## src/rtl/pwm_pkg.sv

```systemverilog
// rtl/pwm_pkg.sv - shared widths, limits, boot table and state type for reg_arbiter
package pwm_pkg;
    localparam int ADDR_W     = 6;
    localparam int DATA_W     = 8;
    localparam logic [ADDR_W-1:0] MAX_ADDR = 6'h1F;
    localparam int BOOT_LEN   = 4;
    localparam int BOOT_IDX_W = $clog2(BOOT_LEN);

    typedef struct packed {
        logic [ADDR_W-1:0] addr;
        logic [DATA_W-1:0] data;
    } boot_entry_t;

    // Entry 0 is the rightmost element of the concatenation.
    localparam boot_entry_t [BOOT_LEN-1:0] BOOT_TABLE = {
        {6'h04, 8'h01},
        {6'h03, 8'h00},
        {6'h02, 8'hFF},
        {6'h00, 8'h00}
    };

    typedef enum logic [1:0] {
        S_BOOT  = 2'd0,
        S_ARB   = 2'd1,
        S_ISSUE = 2'd2
    } state_t;
endpackage

```

## src/rtl/reg_arbiter_if.sv

```systemverilog
// rtl/reg_arbiter_if.sv - one requester port of the register arbiter
interface reg_arbiter_if;
    import pwm_pkg::*;

    logic              req;
    logic              we;
    logic [ADDR_W-1:0] addr;
    logic [DATA_W-1:0] wdata;
    logic              gnt;
    logic              rvalid;
    logic [DATA_W-1:0] rdata;
    logic              err;

    modport master (output req, we, addr, wdata, input gnt, rvalid, rdata, err);
    modport slave  (input req, we, addr, wdata, output gnt, rvalid, rdata, err);
endinterface

```

## src/rtl/rr_arb2.sv

```systemverilog
// rtl/rr_arb2.sv - two-way fair picker; sel=1 selects requester B
module rr_arb2 (
    input  logic clk,
    input  logic rst_n,
    input  logic req_a,
    input  logic req_b,
    input  logic advance,
    output logic sel
);
    logic r_last_b;

    assign sel = req_b & (~req_a | ~r_last_b);

    always_ff @(posedge clk or negedge rst_n) begin
        if (!rst_n) begin
            r_last_b <= 1'b1;
        end else if (advance) begin
            r_last_b <= sel;
        end
    end
endmodule

```

## src/rtl/reg_arbiter.sv

```systemverilog
// rtl/reg_arbiter.sv - boots the register file from a table, then arbitrates two requesters onto it
module reg_arbiter
    import pwm_pkg::*;
#(
    parameter bit BOOT_EN = 1'b1
) (
    input  logic              clk,
    input  logic              rst_n,
    reg_arbiter_if.slave      a,
    reg_arbiter_if.slave      b,
    output logic              read,
    output logic              write,
    output logic [ADDR_W-1:0] addr,
    output logic [DATA_W-1:0] data_write,
    input  logic [DATA_W-1:0] data_read,
    output logic              boot_done
);
    state_t                r_state, w_next;
    logic [BOOT_IDX_W-1:0] r_idx;
    logic                  r_boot_go;
    logic                  r_boot_done;
    logic                  r_a_req, r_b_req;
    logic                  r_sel;
    logic                  r_we;
    logic [ADDR_W-1:0]     r_addr;
    logic [DATA_W-1:0]     r_wdata;
    logic                  r_a_rvalid, r_b_rvalid;
    logic [DATA_W-1:0]     r_a_rdata, r_b_rdata;

    logic                  w_sel, w_any, w_advance, w_in_range, w_issue_a, w_issue_b;
    boot_entry_t           w_boot;

    assign w_any      = r_a_req | r_b_req;
    // The fairness pointer only moves on real contention, so a lone request never steals a turn.
    assign w_advance  = (r_state == S_ARB) & r_a_req & r_b_req;
    assign w_in_range = (r_addr <= MAX_ADDR);
    assign w_issue_a  = (r_state == S_ISSUE) & ~r_sel;
    assign w_issue_b  = (r_state == S_ISSUE) & r_sel;
    assign w_boot     = BOOT_TABLE[r_idx];

    rr_arb2 u_rr (
        .clk     (clk),
        .rst_n   (rst_n),
        .req_a   (r_a_req),
        .req_b   (r_b_req),
        .advance (w_advance),
        .sel     (w_sel)
    );

    always_comb begin
        w_next     = r_state;
        read       = 1'b0;
        write      = 1'b0;
        addr       = '0;
        data_write = '0;
        a.gnt      = 1'b0;
        a.err      = 1'b0;
        b.gnt      = 1'b0;
        b.err      = 1'b0;
        case (r_state)
            S_BOOT: begin
                if (!BOOT_EN) begin
                    w_next = S_ARB;
                end else if (r_boot_go) begin
                    write      = 1'b1;
                    addr       = w_boot.addr;
                    data_write = w_boot.data;
                    if (r_idx == BOOT_IDX_W'(BOOT_LEN - 1)) w_next = S_ARB;
                end
            end
            S_ARB: begin
                if (w_any) w_next = S_ISSUE;
            end
            S_ISSUE: begin
                w_next = S_ARB;
                if (w_in_range) begin
                    read       = ~r_we;
                    write      = r_we;
                    addr       = r_addr;
                    data_write = r_wdata;
                end
                a.gnt = w_issue_a;
                a.err = w_issue_a & ~w_in_range;
                b.gnt = w_issue_b;
                b.err = w_issue_b & ~w_in_range;
            end
            default: w_next = S_BOOT;
        endcase
    end

    always_ff @(posedge clk or negedge rst_n) begin
        if (!rst_n) begin
            r_state     <= S_BOOT;
            r_idx       <= '0;
            r_boot_go   <= 1'b0;
            r_boot_done <= 1'b0;
            r_a_req     <= 1'b0;
            r_b_req     <= 1'b0;
            r_sel       <= 1'b0;
            r_we        <= 1'b0;
            r_addr      <= '0;
            r_wdata     <= '0;
            r_a_rvalid  <= 1'b0;
            r_b_rvalid  <= 1'b0;
            r_a_rdata   <= '0;
            r_b_rdata   <= '0;
        end else begin
            r_state   <= w_next;
            r_boot_go <= 1'b1;
            if (r_state == S_BOOT && r_boot_go) r_idx <= r_idx + 1'b1;
            if (r_state == S_BOOT && w_next == S_ARB) r_boot_done <= 1'b1;
            // A request still high in its own grant cycle must not count again.
            r_a_req <= a.req & ~w_issue_a;
            r_b_req <= b.req & ~w_issue_b;
            if (r_state == S_ARB && w_any) begin
                r_sel   <= w_sel;
                r_we    <= w_sel ? b.we    : a.we;
                r_addr  <= w_sel ? b.addr  : a.addr;
                r_wdata <= w_sel ? b.wdata : a.wdata;
            end
            r_a_rvalid <= w_issue_a & ~r_we;
            r_b_rvalid <= w_issue_b & ~r_we;
            if (w_issue_a && !r_we) r_a_rdata <= w_in_range ? data_read : '0;
            if (w_issue_b && !r_we) r_b_rdata <= w_in_range ? data_read : '0;
        end
    end

    assign a.rvalid  = r_a_rvalid;
    assign a.rdata   = r_a_rdata;
    assign b.rvalid  = r_b_rvalid;
    assign b.rdata   = r_b_rdata;
    assign boot_done = r_boot_done;
endmodule

```

## src/flat_wrapper.sv

```systemverilog
// flat-port wrapper written by rule: the top's interface ports become plain ports
module reg_arbiter_flat import pwm_pkg::*;
#(
    parameter bit BOOT_EN = 1'b1
)
  (clk, rst_n, read, write, addr, data_write, data_read, boot_done, a_req, a_we, a_addr, a_wdata, a_gnt, a_rvalid, a_rdata, a_err, b_req, b_we, b_addr, b_wdata, b_gnt, b_rvalid, b_rdata, b_err);
  reg_arbiter_if a_i ();
  reg_arbiter_if b_i ();
  input  logic clk;
  input  logic rst_n;
  output logic read;
  output logic write;
  output logic [ADDR_W-1:0] addr;
  output logic [DATA_W-1:0] data_write;
  input  logic [DATA_W-1:0] data_read;
  output logic boot_done;
  input wire logic [$bits(a_i.req)-1:0] a_req;
  input wire logic [$bits(a_i.we)-1:0] a_we;
  input wire logic [$bits(a_i.addr)-1:0] a_addr;
  input wire logic [$bits(a_i.wdata)-1:0] a_wdata;
  output wire logic [$bits(a_i.gnt)-1:0] a_gnt;
  output wire logic [$bits(a_i.rvalid)-1:0] a_rvalid;
  output wire logic [$bits(a_i.rdata)-1:0] a_rdata;
  output wire logic [$bits(a_i.err)-1:0] a_err;
  input wire logic [$bits(b_i.req)-1:0] b_req;
  input wire logic [$bits(b_i.we)-1:0] b_we;
  input wire logic [$bits(b_i.addr)-1:0] b_addr;
  input wire logic [$bits(b_i.wdata)-1:0] b_wdata;
  output wire logic [$bits(b_i.gnt)-1:0] b_gnt;
  output wire logic [$bits(b_i.rvalid)-1:0] b_rvalid;
  output wire logic [$bits(b_i.rdata)-1:0] b_rdata;
  output wire logic [$bits(b_i.err)-1:0] b_err;
  assign a_i.req = a_req;
  assign a_i.we = a_we;
  assign a_i.addr = a_addr;
  assign a_i.wdata = a_wdata;
  assign a_gnt = a_i.gnt;
  assign a_rvalid = a_i.rvalid;
  assign a_rdata = a_i.rdata;
  assign a_err = a_i.err;
  assign b_i.req = b_req;
  assign b_i.we = b_we;
  assign b_i.addr = b_addr;
  assign b_i.wdata = b_wdata;
  assign b_gnt = b_i.gnt;
  assign b_rvalid = b_i.rvalid;
  assign b_rdata = b_i.rdata;
  assign b_err = b_i.err;
  reg_arbiter #(.BOOT_EN(BOOT_EN)) u_core (.clk(clk), .rst_n(rst_n), .a(a_i), .b(b_i), .read(read), .write(write), .addr(addr), .data_write(data_write), .data_read(data_read), .boot_done(boot_done));
endmodule
```

## config.mk

```make
export PLATFORM = sky130hd
export DESIGN_NAME = reg_arbiter_flat
export DESIGN_NICKNAME = d
export VERILOG_FILES = /design/src/rtl/pwm_pkg.sv /design/src/rtl/reg_arbiter_if.sv /design/src/rtl/rr_arb2.sv /design/src/rtl/reg_arbiter.sv /design/src/flat_wrapper.sv
export SDC_FILE = /design/constraint.sdc
export NUM_CORES = 1
export LEC_CHECK = 0
export ABC_CLOCK_PERIOD_IN_PS = 4800
export BUFFER_PORTS_ARGS = -buffer_cell sky130_fd_sc_hd__buf_2
export CORE_MARGIN = 5
export CORE_UTILIZATION = 43
export DETAILED_ROUTE_END_ITERATION = 6
export GPL_ROUTABILITY_DRIVEN = 1
export HOLD_SLACK_MARGIN = 0.12
export PLACE_DENSITY = 0.77
export SYNTH_ARGS = -nofsm -noshare
export SYNTH_HDL_FRONTEND = slang
export SYNTH_HIERARCHICAL = 1
export SYNTH_SLANG_ARGS = --single-unit
```

## constraint.sdc

```tcl
create_clock -name clk -period 4.8 [get_ports clk]
set_input_delay 0.24 -clock clk [delete_from_list [all_inputs] [get_ports clk]]
set_output_delay 0.24 -clock clk [all_outputs]
set_load 0.03 [all_outputs]
```

==> reports/results.tsv, run 1 <==
metric	value	unit
syn_area	2090	um2
drt_antenna_net_count	0	
power_frac_comb	45.3	%
post-route-drc-count	0	
synth_fp_nets	232	
synthTopCellsByArea	dfrtp_1 50%, mux2_2 17%, nand2_1 3.4%	
netSwitchingFraction	41.4	%
wl_per_cell	13.6	um
maxClockFrequency	0.459	GHz
list_of_most_frequent_post_synthesis_cells	42 x dfrtp_1, 31 x mux2_2, 19 x nand2_1	
antenna_violations_before_repair	0	
report.final.hold_viol_count	0	
worst_ep_required_time	4.56	ns
tns	0	ns
die_area	6350	um2
number_of_flops_mapped_to_enable_cells_by_yosys	0	
synthDominantCellAreaShare	50.3	%
maxSlewViolCount	0	
filler_cell_count	427	
power_frac_seq	37.9	%
detail_route.first_pass.iterations	4	
syn_area_per_cell	11.2	um2
instances_no_fill	330	
route.vias.total	1566	
regToRegSetupSlack	2.86	ns
post-place-cells	321	
place.port_buffers	79	
p_int	0.00100	W
clk-insertion-delay-late	0.29	ns
cts-resized-gates	0	
first_global_vias	1641	
worst_stage_delay_on_the_critical_path	0.52	ns
seq_area_frac_synth	51.6	%
area.growth.synth_to_final	25.8	%
grt_first_pass_wirelength	7630	um
ys_warn_count	6	
grt_max_degree	44	
cts_hold_buf	1	
fp.dieH	79.7	um
finalWorstPathRequiredPeriod	2.18	ns
dp_hpwl	3340	um
drv.max_cap_violation_count	0	
critPathKind	reg2out	
post_cts.repair.setup_buffers	0	
critPathLaunchType	flop	
power-per-cell-area	652	nW/um2
core-area	4720	um2
cts_tree	done	
place.gp.congestion	0.727	
initial_core_util	44.2	%
routed_via_density	4.75	
power.leakage	1.37	nW
synth.ff_latch_count	43	
synthCells	187	
multi_input_area	926	um2
synthMostInstantiatedCell	dfrtp_1	
drt_iter0_markers	61	
worstPathArrival	1.94	ns
setup-violations-final	0	
clkTransAtPathRegs	0.08	ns
cp_max_fanout	13	
total_switching_power	0.000710	W
timing.critical_path.to_type	primary output	
timing.hold.worst.class	in2reg	
crit_path_cell_trace	nand2b_1, nor2_1, and2_1, buf_2	
globalRouteTotalUtil	15.3	%
post_route_fraction_of_the_period_consumed_by_the_critical_path	45.4	%
worst-slew-pin-transition	0.948	ns
run_status	complete, no violations	
drive_gt1_share	47.5	%
synth_top_flop_cell	dfrtp_1	
rows	25	
synth.lib_cells_used.distinct	34	
seq_area	1080	um2
h-tree-depth	2	
cts_inserted_buffers	5	
cts-root-to-sink-buffers	2	
clock_power_share	16.8	%
clock-skew-final	0.00755	ns
design.portCount	81	
gr-total-overflow	0	
synth_top_cell_by_area	dfrtp_1	
number_of_nets_in_the_layout	307	
worst_slew_margin_rel	36.8	%
chipWidth	79.7	um
timing.critical_path.slowest_stage_cell	dfrtp_1	
buffer_type_at_the_clock_tree_root	clkbuf_8	
asyncSetResetFlopFracSynth	100	%
num_antenna_cells	0	
cts.sinks	43	
rsz0062_at_grt	false	
vdd_ir_drop_max	0.260	mV
detail_route.wirelength	4490	um
-- cell usage in the layout, fill, tap and decap left out, types with 2 or more instances in the layout --
master	instances
a21o_1	7
nand2_1	19
clkbuf_8	6
a21oi_1	5
ha_1	3
a2bb2oi_1	2
o21ai_0	8
nand3b_1	3
nor2_1	8
mux2_2	31
and2_1	4
nand2b_1	11
inv_1	5
conb_1	2
dfrtp_1	42
nor2b_1	4
buf_2	79
o21ai_1	7
-- through the flow --
step | hold slack (ns) | utilization (%) | area [um2] | power (W) | setup slack [ns]
2_1_floorplan | -0.0556 | - | 2090 | 0.00123 | 3.00
3_3_place_gp | 0.427 | 53.0 | 2500 | 0.00142 | 2.92
3_5_place_dp | 0.437 | 53.0 | 2500 | 0.00144 | 2.87
4_1_cts | 0.181 | 55.7 | 2630 | 0.00173 | 2.60
5_1_grt | 0.177 | 55.7 | 2630 | 0.00184 | 2.45
6_report | 0.191 | 55.7 | 2630 | 0.00171 | 2.62
-- power groups by stage --
| stage | combinational [W] | clock (W) | sequential (W) |
|---|---|---|---|
| 2_1_floorplan | 0.000480 | 0 | 0.000752 |
| 3_3_place_gp | 0.000770 | 0 | 0.000651 |
| 3_5_place_dp | 0.000784 | 0 | 0.000657 |
| 4_1_cts | 0.000787 | 0.000298 | 0.000649 |
| 5_1_grt | 0.000842 | 0.000318 | 0.000676 |
| 6_report | 0.000776 | 0.000288 | 0.000649 |
-- cell families after synthesis --
family,count (synthesis),share of synthesized area (%)
and+or+nand+nor,56,14.4
DFF,43,51.6
AOI/OAI and AO/OA,33,9.94
muxes,32,17.4
buffers and inverters,17,4.13
adders and majority gates,3,1.80
other,2,0.359
xor gates and xnor gates,1,0.419
-- sequential cells by signal (all words and copies together) (netlist names) --
signal	cells
u_core/a.rdata	8
u_core/r_we	1
u_core/u_rr/r_last_b	1
u_core/r_idx	2
u_core/r_b_req	1
u_core/r_sel	1
u_core/boot_done	1
u_core/r_state	2
u_core/r_wdata	8
u_core/b.rvalid	1
u_core/r_boot_go	1
u_core/b.rdata	8
u_core/a.rvalid	1
u_core/r_addr	6
u_core/r_a_req	1
-- critical path, delay by kind of cell (launching register included) --
| kind | cells | cell delay, ns |
|---|---|---|
| AND/OR/NAND/NOR | 3 | 0.93 |
| buffers and inverters | 1 | 0.19 |
| flip-flops | 1 | 0.52 |
-- metal layers --
metal / vias up / part of all wire, % / track usage (%)
met5: - / 0 / 0
met4: 0 / 1.1 / 4.64
met3: 7 / 7.8 / 4.29
met2: 53 / 48 / 26.0
met1: 727 / 43 / 19.0
li1: 779 / - / -
-- worst paths after layout --
check / from / to / cells after the start
max in group asynchronous: rst_n / u_core/r_state[1]$_DFF_PN0_ / 2
max reg2reg: u_core/r_a_req$_DFF_PN0_ / u_core/r_wdata[0]$_DFFE_PN0P_ / 3
min: a_req / u_core/r_a_req$_DFF_PN0_ / 2
min reg2reg: u_core/boot_done$_DFFE_PN0P_ / u_core/boot_done$_DFFE_PN0P_ / 1
min in group asynchronous: rst_n / u_core/b.rvalid$_DFF_PN0_ / 2
max: u_core/r_state[0]$_DFF_PN0_ / addr[4] / 4
-- area by class of cell --
class,instances,area share (%)
multi-input combinational,127,35.2
tap,67,3.19
clock buffer,6,3.14
inverter,5,0.714
sequential,43,41.0
timing repair buffer,80,15.4
clock inverter,2,1.33
No activity file was read; power rests on OpenSTA's default activity.
==> run 2: changes to the inputs <==
--- a/config.mk
+++ b/config.mk
@@ -5,14 +5,14 @@
 export SDC_FILE = /design/constraint.sdc
 export NUM_CORES = 1
 export LEC_CHECK = 0
-export ABC_CLOCK_PERIOD_IN_PS = 4800
+export ABC_CLOCK_PERIOD_IN_PS = 1850
 export BUFFER_PORTS_ARGS = -buffer_cell sky130_fd_sc_hd__buf_2
 export CORE_MARGIN = 5
 export CORE_UTILIZATION = 43
 export DETAILED_ROUTE_END_ITERATION = 6
 export GPL_ROUTABILITY_DRIVEN = 1
 export HOLD_SLACK_MARGIN = 0.12
-export PLACE_DENSITY = 0.77
+export PLACE_DENSITY = 0.8
 export SYNTH_ARGS = -nofsm -noshare
 export SYNTH_HDL_FRONTEND = slang
 export SYNTH_HIERARCHICAL = 1
==> constraint.sdc (replaced) <==
create_clock -name clk -period 1.85 [get_ports clk]
set_input_delay 0.0925 -clock clk [delete_from_list [all_inputs] [get_ports clk]]
set_output_delay 0.0925 -clock clk [all_outputs]
set_load 0.03 [all_outputs]
==> run 2 against run 1 <==
Compared with the run above: count of clock-buffer cells in the layout did not move; sequential power rose to 2.6 times the previous value; hold slack worse by 0.036 ns; cell count grew 4.2%; wire length is 4.3% higher; sequential cell count did not move; register-to-register slack got worse by 2.7 ns; non-clock buffer count grew 16; sequential share of layout area shrank 1.8 points; critical path type unchanged; critical endpoint unchanged.
==> reports/results.tsv, run 2 (synthesis results as in run 1) <==
metric	value	unit	change
run_status	complete, no violations		
most-common-layout-cells	79 x buf_2, 40 x dfrtp_1, 31 x mux2_2, 19 x nand2_1		
critPathKind	reg2out		
cp_num_cells	5		+1
hp-start	a_addr[0]		
number_of_nets_in_the_layout	323		+5.2%
post_cts.repair.setup_buffers	0		unchanged
grt_first_pass_wirelength	7790	um	+2.1%
routed_via_density	4.81		+1.3%
maxSlewViolCount	0		unchanged
worstPathArrival	1.61	ns	-0.33 ns
num_antenna_cells	0		unchanged
detail_route.wirelength	4680	um	+4.3%
cts_inserted_buffers	5		unchanged
crit_path_cell_trace	nand2b_1, nor2_1, buf_4, and2_1, buf_2		
tns	0	ns	unchanged
drive_gt1_share	47.7	%	+0.12 points
gr-total-overflow	0		unchanged
grt_max_degree	25		-43%
worst-slew-pin-transition	0.553	ns	-0.395 ns
rr_worst_depth	3		unchanged
core-area	4720	um2	unchanged
design.portCount	81		unchanged
critical_path.top_delay_family	flip-flops		
detail_route.first_pass.iterations	4		unchanged
finalWorstPathRequiredPeriod	1.70	ns	
worst_ep_required_time	1.76	ns	-2.80 ns
cts-root-to-sink-buffers	2		unchanged
finalCoreUtilization	58.3	%	+2.7 points
critPathLaunchType	flop		
power.leakage	1.42	nW	+3.7%
initial_core_util	44.2	%	unchanged
maxClockFrequency	0.588	GHz	
min_path_cells	3		+1
wl_per_cell	13.6	um	about the same
clock-skew-final	0.00408	ns	-0.00347 ns
instances_no_fill	344		+4.2%
rows	25		unchanged
clk-insertion-delay-late	0.29	ns	about the same
timing.critical_path.buf_inv	2		+1
route.vias.total	1653		+5.6%
regToRegSetupSlack	0.18	ns	-2.68 ns
worst_slew_margin_rel	63.2	%	+26 points
min_delay_worst_endpoint	u_core/r_addr[0]$_DFFE_PN0P_		
timing.critical_path.to_type	primary output		
report.final.hold_viol_count	0		unchanged
rsz0062_at_grt	false		
dp_hpwl	3520	um	+5.2%
place.gp.congestion	0.804		+11%
area.growth.synth_to_final	31.9	%	
mostFrequentLayoutCell	buf_2		
timing.critical_path.slowest_stage_cell	dfrtp_2		
h-tree-depth	2		unchanged
die_area	6350	um2	unchanged
drt_antenna_net_count	0		unchanged
clkTransAtPathRegs	0.07	ns	about the same
setup-violations-final	0		unchanged
first_global_vias	1758		+7.1%
post-route-drc-count	0		unchanged
power-per-cell-area	1580	nW/um2	+140%
post-place-cells	327		+1.9%
timing.hold.worst.class	in2reg		
buffer_type_at_the_clock_tree_root	clkbuf_8		
place.port_buffers	79		unchanged
filler_cell_count	401		-6.1%
cp_max_fanout	13		unchanged
cts_tree	done		
antenna_violations_before_repair	0		unchanged
drv.max_cap_violation_count	0		unchanged
cts.sinks	43		unchanged
vdd_ir_drop_max	0.797	mV	+210%
r2r-end	u_core/a.rdata[5]$_DFFE_PN0P_		
drt_iter0_markers	28		-54%
rr_startpoint	u_core/r_state[0]$_DFF_PN0_		
chipWidth	79.7	um	unchanged
worst_stage_delay_on_the_critical_path	0.50	ns	-0.02 ns
post_route_fraction_of_the_period_consumed_by_the_critical_path	91.9	%	
globalRouteTotalUtil	16.1	%	+0.77 points
fp.dieH	79.7	um	unchanged
==> run 2: cell count changes in the layout (fill, tap and decap cells not counted), sizes merged <==
| cell | delta |
|---|---|
| dlygate4sd3 | +10 |
| bufinv | -1 |
| buf | +6 |
| clkinv | -1 |
==> run 2: worst min-delay path: stages <==
cell and delay (ns):
buf_2 0.07, mux2_2 0.13, mux2_2 0.13
==> run 2: metrics by stage <==
stage / hold WS (ns) / instance area, um2 / setup slack (ns) / power, W
5_1_grt: 0.157 / 2760 / 0.00276 / 0.00466
3_5_place_dp: 0.105 / 2560 / 0.167 / 0.00381
4_1_cts: 0.148 / 2740 / 0.0155 / 0.00437
2_1_floorplan: -0.203 / 2090 / 0.198 / 0.00320
6_report: 0.156 / 2760 / 0.149 / 0.00434
3_3_place_gp: 0.100 / 2560 / 0.193 / 0.00374
==> run 2: layer usage <==
layer | part of all wire [%] | track usage (%) | up-vias
li1 | - | - | 810
met1 | 42 | 18.7 | 772
met2 | 48 | 27.0 | 65
met3 | 8.1 | 5.64 | 6
met4 | 1.4 | 6.53 | 0
met5 | 0 | 0 | -
==> run 2: worst max-delay path by stage <==
stage / start / end / slack [ns]
CTS: u_core/r_state[0]$_DFF_PN0_ / data_write[2] / 0.02
floorplan: u_core/r_state[0]$_DFF_PN0_ / a_err / 0.20
global route: u_core/r_state[0]$_DFF_PN0_ / addr[4] / 0.003
detailed placement: u_core/r_state[0]$_DFF_PN0_ / u_core/a.rdata[5]$_DFFE_PN0P_ / 0.17
global placement: u_core/r_state[0]$_DFF_PN0_ / data_write[2] / 0.19
finish: u_core/r_state[0]$_DFF_PN0_ / addr[4] / 0.15
==> run 2: layout make-up <==
class                           instances  area (um2)  area share, %
Sequential cell                        43        1080           39.2
Multi-Input combinational cell        127         937           34.0
Timing Repair Buffer                   96         563           20.4
Tap cell                               67        83.8           3.04
Clock buffer                            6        72.6           2.63
Inverter                                5        18.8          0.681
==> run 2: power by group <==
part	switching [W]	internal, W	leakage, nW
Combinational	0.00122	0.000874	0.873
Clock	0.000281	0.000251	0.0371
Sequential	0.000342	0.00137	0.513
Total	0.00185	0.00250	1.42
==> run 2: repair_timing <==
action | CTS | global route
endpoints found under the setup margin | 7 | 14
hold buffers | 11 | 0
endpoints found under the hold margin | 39 | 0
pin swaps | 0 | 0
resized for setup | 2 | 5
==> run 3: changes to the inputs <==
--- a/config.mk
+++ b/config.mk
@@ -13,6 +13,7 @@
 export GPL_ROUTABILITY_DRIVEN = 1
 export HOLD_SLACK_MARGIN = 0.12
 export PLACE_DENSITY = 0.8
+export SETUP_SLACK_MARGIN = 0.4
 export SYNTH_ARGS = -nofsm -noshare
 export SYNTH_HDL_FRONTEND = slang
 export SYNTH_HIERARCHICAL = 1
==> run 3 against run 2 <==
Compared with the run above: clock power increased by 61%; global-route usage increased by 1.5 points; register-to-register slack improved by 0.10 ns; critical path depth unchanged; die area unchanged; sequential power about the same; first-iteration DRC count increased to 3.5 times the previous value; largest power group unchanged; highest routed layer unchanged.
==> reports/results.tsv, run 3 (synthesis results as in run 1) <==
metric	value	unit	change
run_status	complete, no violations		
critPathLaunchType	flop		
drt_iter0_markers	98		+250%
maxSlewViolCount	0		unchanged
clk-insertion-delay-late	0.30	ns	about the same
timing.critical_path.to_type	primary output		
design.portCount	81		unchanged
die_area	6350	um2	unchanged
globalRouteTotalUtil	17.7	%	+1.5 points
route.vias.total	1809		+9.4%
tns	0	ns	unchanged
fp.dieH	79.7	um	unchanged
cts-root-to-sink-buffers	2		unchanged
detail_route.first_pass.iterations	4		unchanged
detail_route.wirelength	5870	um	+25%
rsz0062_at_grt	true		
number_of_nets_in_the_layout	343		+6.2%
post-route-drc-count	0		unchanged
finalWorstPathRequiredPeriod	1.65	ns	-0.0538 ns
timing.hold.worst.class	in2reg		
worst_ep_required_time	1.76	ns	about the same
cts_inserted_buffers	5		unchanged
initial_core_util	44.2	%	unchanged
core-area	4720	um2	unchanged
setup-violations-final	0		unchanged
power.leakage	1.58	nW	+11%
buffer_type_at_the_clock_tree_root	clkbuf_8		
gr-total-overflow	0		unchanged
chipWidth	79.7	um	unchanged
post_route_fraction_of_the_period_consumed_by_the_critical_path	89.0	%	-2.9 points
grt_max_degree	37		+48%
critPathKind	reg2out		
most-common-layout-cells	61 x buf_2, 36 x dfrtp_1, 31 x mux2_2, 25 x buf_4, 19 x nand2_1		
cp_max_fanout	7		-6
drive_gt1_share	58.9	%	+11 points
finalCoreUtilization	67.5	%	+9.2 points
worst_slew_margin_rel	48.0	%	-15 points
grt_first_pass_wirelength	8710	um	+12%
clkTransAtPathRegs	0.08	ns	about the same
vdd_ir_drop_max	0.953	mV	+20%
maxClockFrequency	0.607	GHz	+3.3%
antenna_violations_before_repair	0		unchanged
mostFrequentLayoutCell	buf_2		
filler_cell_count	337		-16%
dp_hpwl	3640	um	+3.4%
routed_via_density	4.94		+2.9%
place.port_buffers	79		unchanged
num_antenna_cells	0		unchanged
place.gp.congestion	0.808		+0.46%
area.growth.synth_to_final	52.6	%	
h-tree-depth	2		unchanged
worstPathArrival	1.55	ns	-0.06 ns
drt_antenna_net_count	0		unchanged
first_global_vias	1810		+3.0%
worst-slew-pin-transition	0.780	ns	+0.228 ns
wl_per_cell	16.0	um	+18%
cts_tree	done		
report.final.hold_viol_count	0		unchanged
drv.max_cap_violation_count	0		unchanged
power-per-cell-area	1690	nW/um2	+7.5%
clock-skew-final	0.00431	ns	+0.000230 ns
cts.sinks	43		unchanged
rows	25		unchanged
[run 3: changes by cell type in the layout (fill, tap and decap cells not counted), sizes merged]
| cell | before | now |
|---|---|---|
| buf | 85 | 104 |
| nor2 | 9 | 10 |
| bufinv | 0 | 2 |
[run 3: worst max-delay path, cell delays in order (launching register included)]
cell and delay, ns:
dfrtp_1 0.43, buf_4 0.15, ha_2 0.17, and2_4 0.18, a21o_1 0.18, buf_6 0.14
[run 3: what timing repair did]
item,4_1_cts,5_1_grt
hold buffers,11,0
endpoints found under the setup margin,43,43
hold endpoints to repair,51,0
resized for setup,29,51
pin swaps,6,6
gates cloned,1,1
setup buffers,9,6
[run 3: path summary, 6_finish.rpt]
check                                             startpoint                            end  slack (ns)  cells after the start
worst max-delay path             u_core/r_idx[0]$_DFFE_PN0P_                  data_write[4]        0.20                      5
worst min-delay path                              b_wdata[5]  u_core/r_wdata[5]$_DFFE_PN0P_        0.15                      3
worst max register to register   u_core/r_state[1]$_DFF_PN0_  u_core/r_wdata[0]$_DFFE_PN0P_        0.28                      5
worst min register to register  u_core/boot_done$_DFFE_PN0P_   u_core/boot_done$_DFFE_PN0P_        0.47                      1
max in group asynchronous                              rst_n  u_core/a.rdata[2]$_DFFE_PN0P_        0.84                      3
min in group asynchronous                              rst_n   u_core/r_addr[4]$_DFFE_PN0P_        0.41                      2
[run 3: cell type report]
cell class	count	area [um2]	share of cell area (%)
sequential	43	1080	34.0
multi-input combinational	128	1040	32.7
timing repair buffer	115	827	25.9
tap	67	83.8	2.63
clock buffer	6	72.6	2.28
clock inverter	2	60.1	1.88
inverter	5	18.8	0.589
[run 3: routing by layer]
layer	up-vias	GRT usage, %	wire (um)
li1	849	-	-
met2	59	31.1	3170
met3	17	2.37	240
met1	884	21.5	2290
met5	-	0	0
met4	0	7.56	167
[run 3: metrics by stage]
stage | power [W] | setup WS (ns) | instance area [um2] | hold WS, ns | instances
CTS | 0.00503 | 0.254 | 3000 | 0.153 | 359
floorplan | 0.00323 | 0.349 | 2120 | -0.203 | 187
global placement | 0.00380 | 0.252 | 2600 | 0.213 | 330
global route | 0.00568 | 0.164 | 3190 | 0.153 | 366
detailed placement | 0.00387 | 0.153 | 2600 | 0.209 | 330
finish | 0.00540 | 0.203 | 3190 | 0.150 | 366
[run 3: power by group]
part	internal, W	switching [W]	total [W]	leakage, nW
Clock	0.000539	0.000321	0.000860	0.0654
Sequential	0.00138	0.000321	0.00170	0.509
Combinational	0.00131	0.00153	0.00284	1.01
Total	0.00323	0.00217	0.00540	1.58
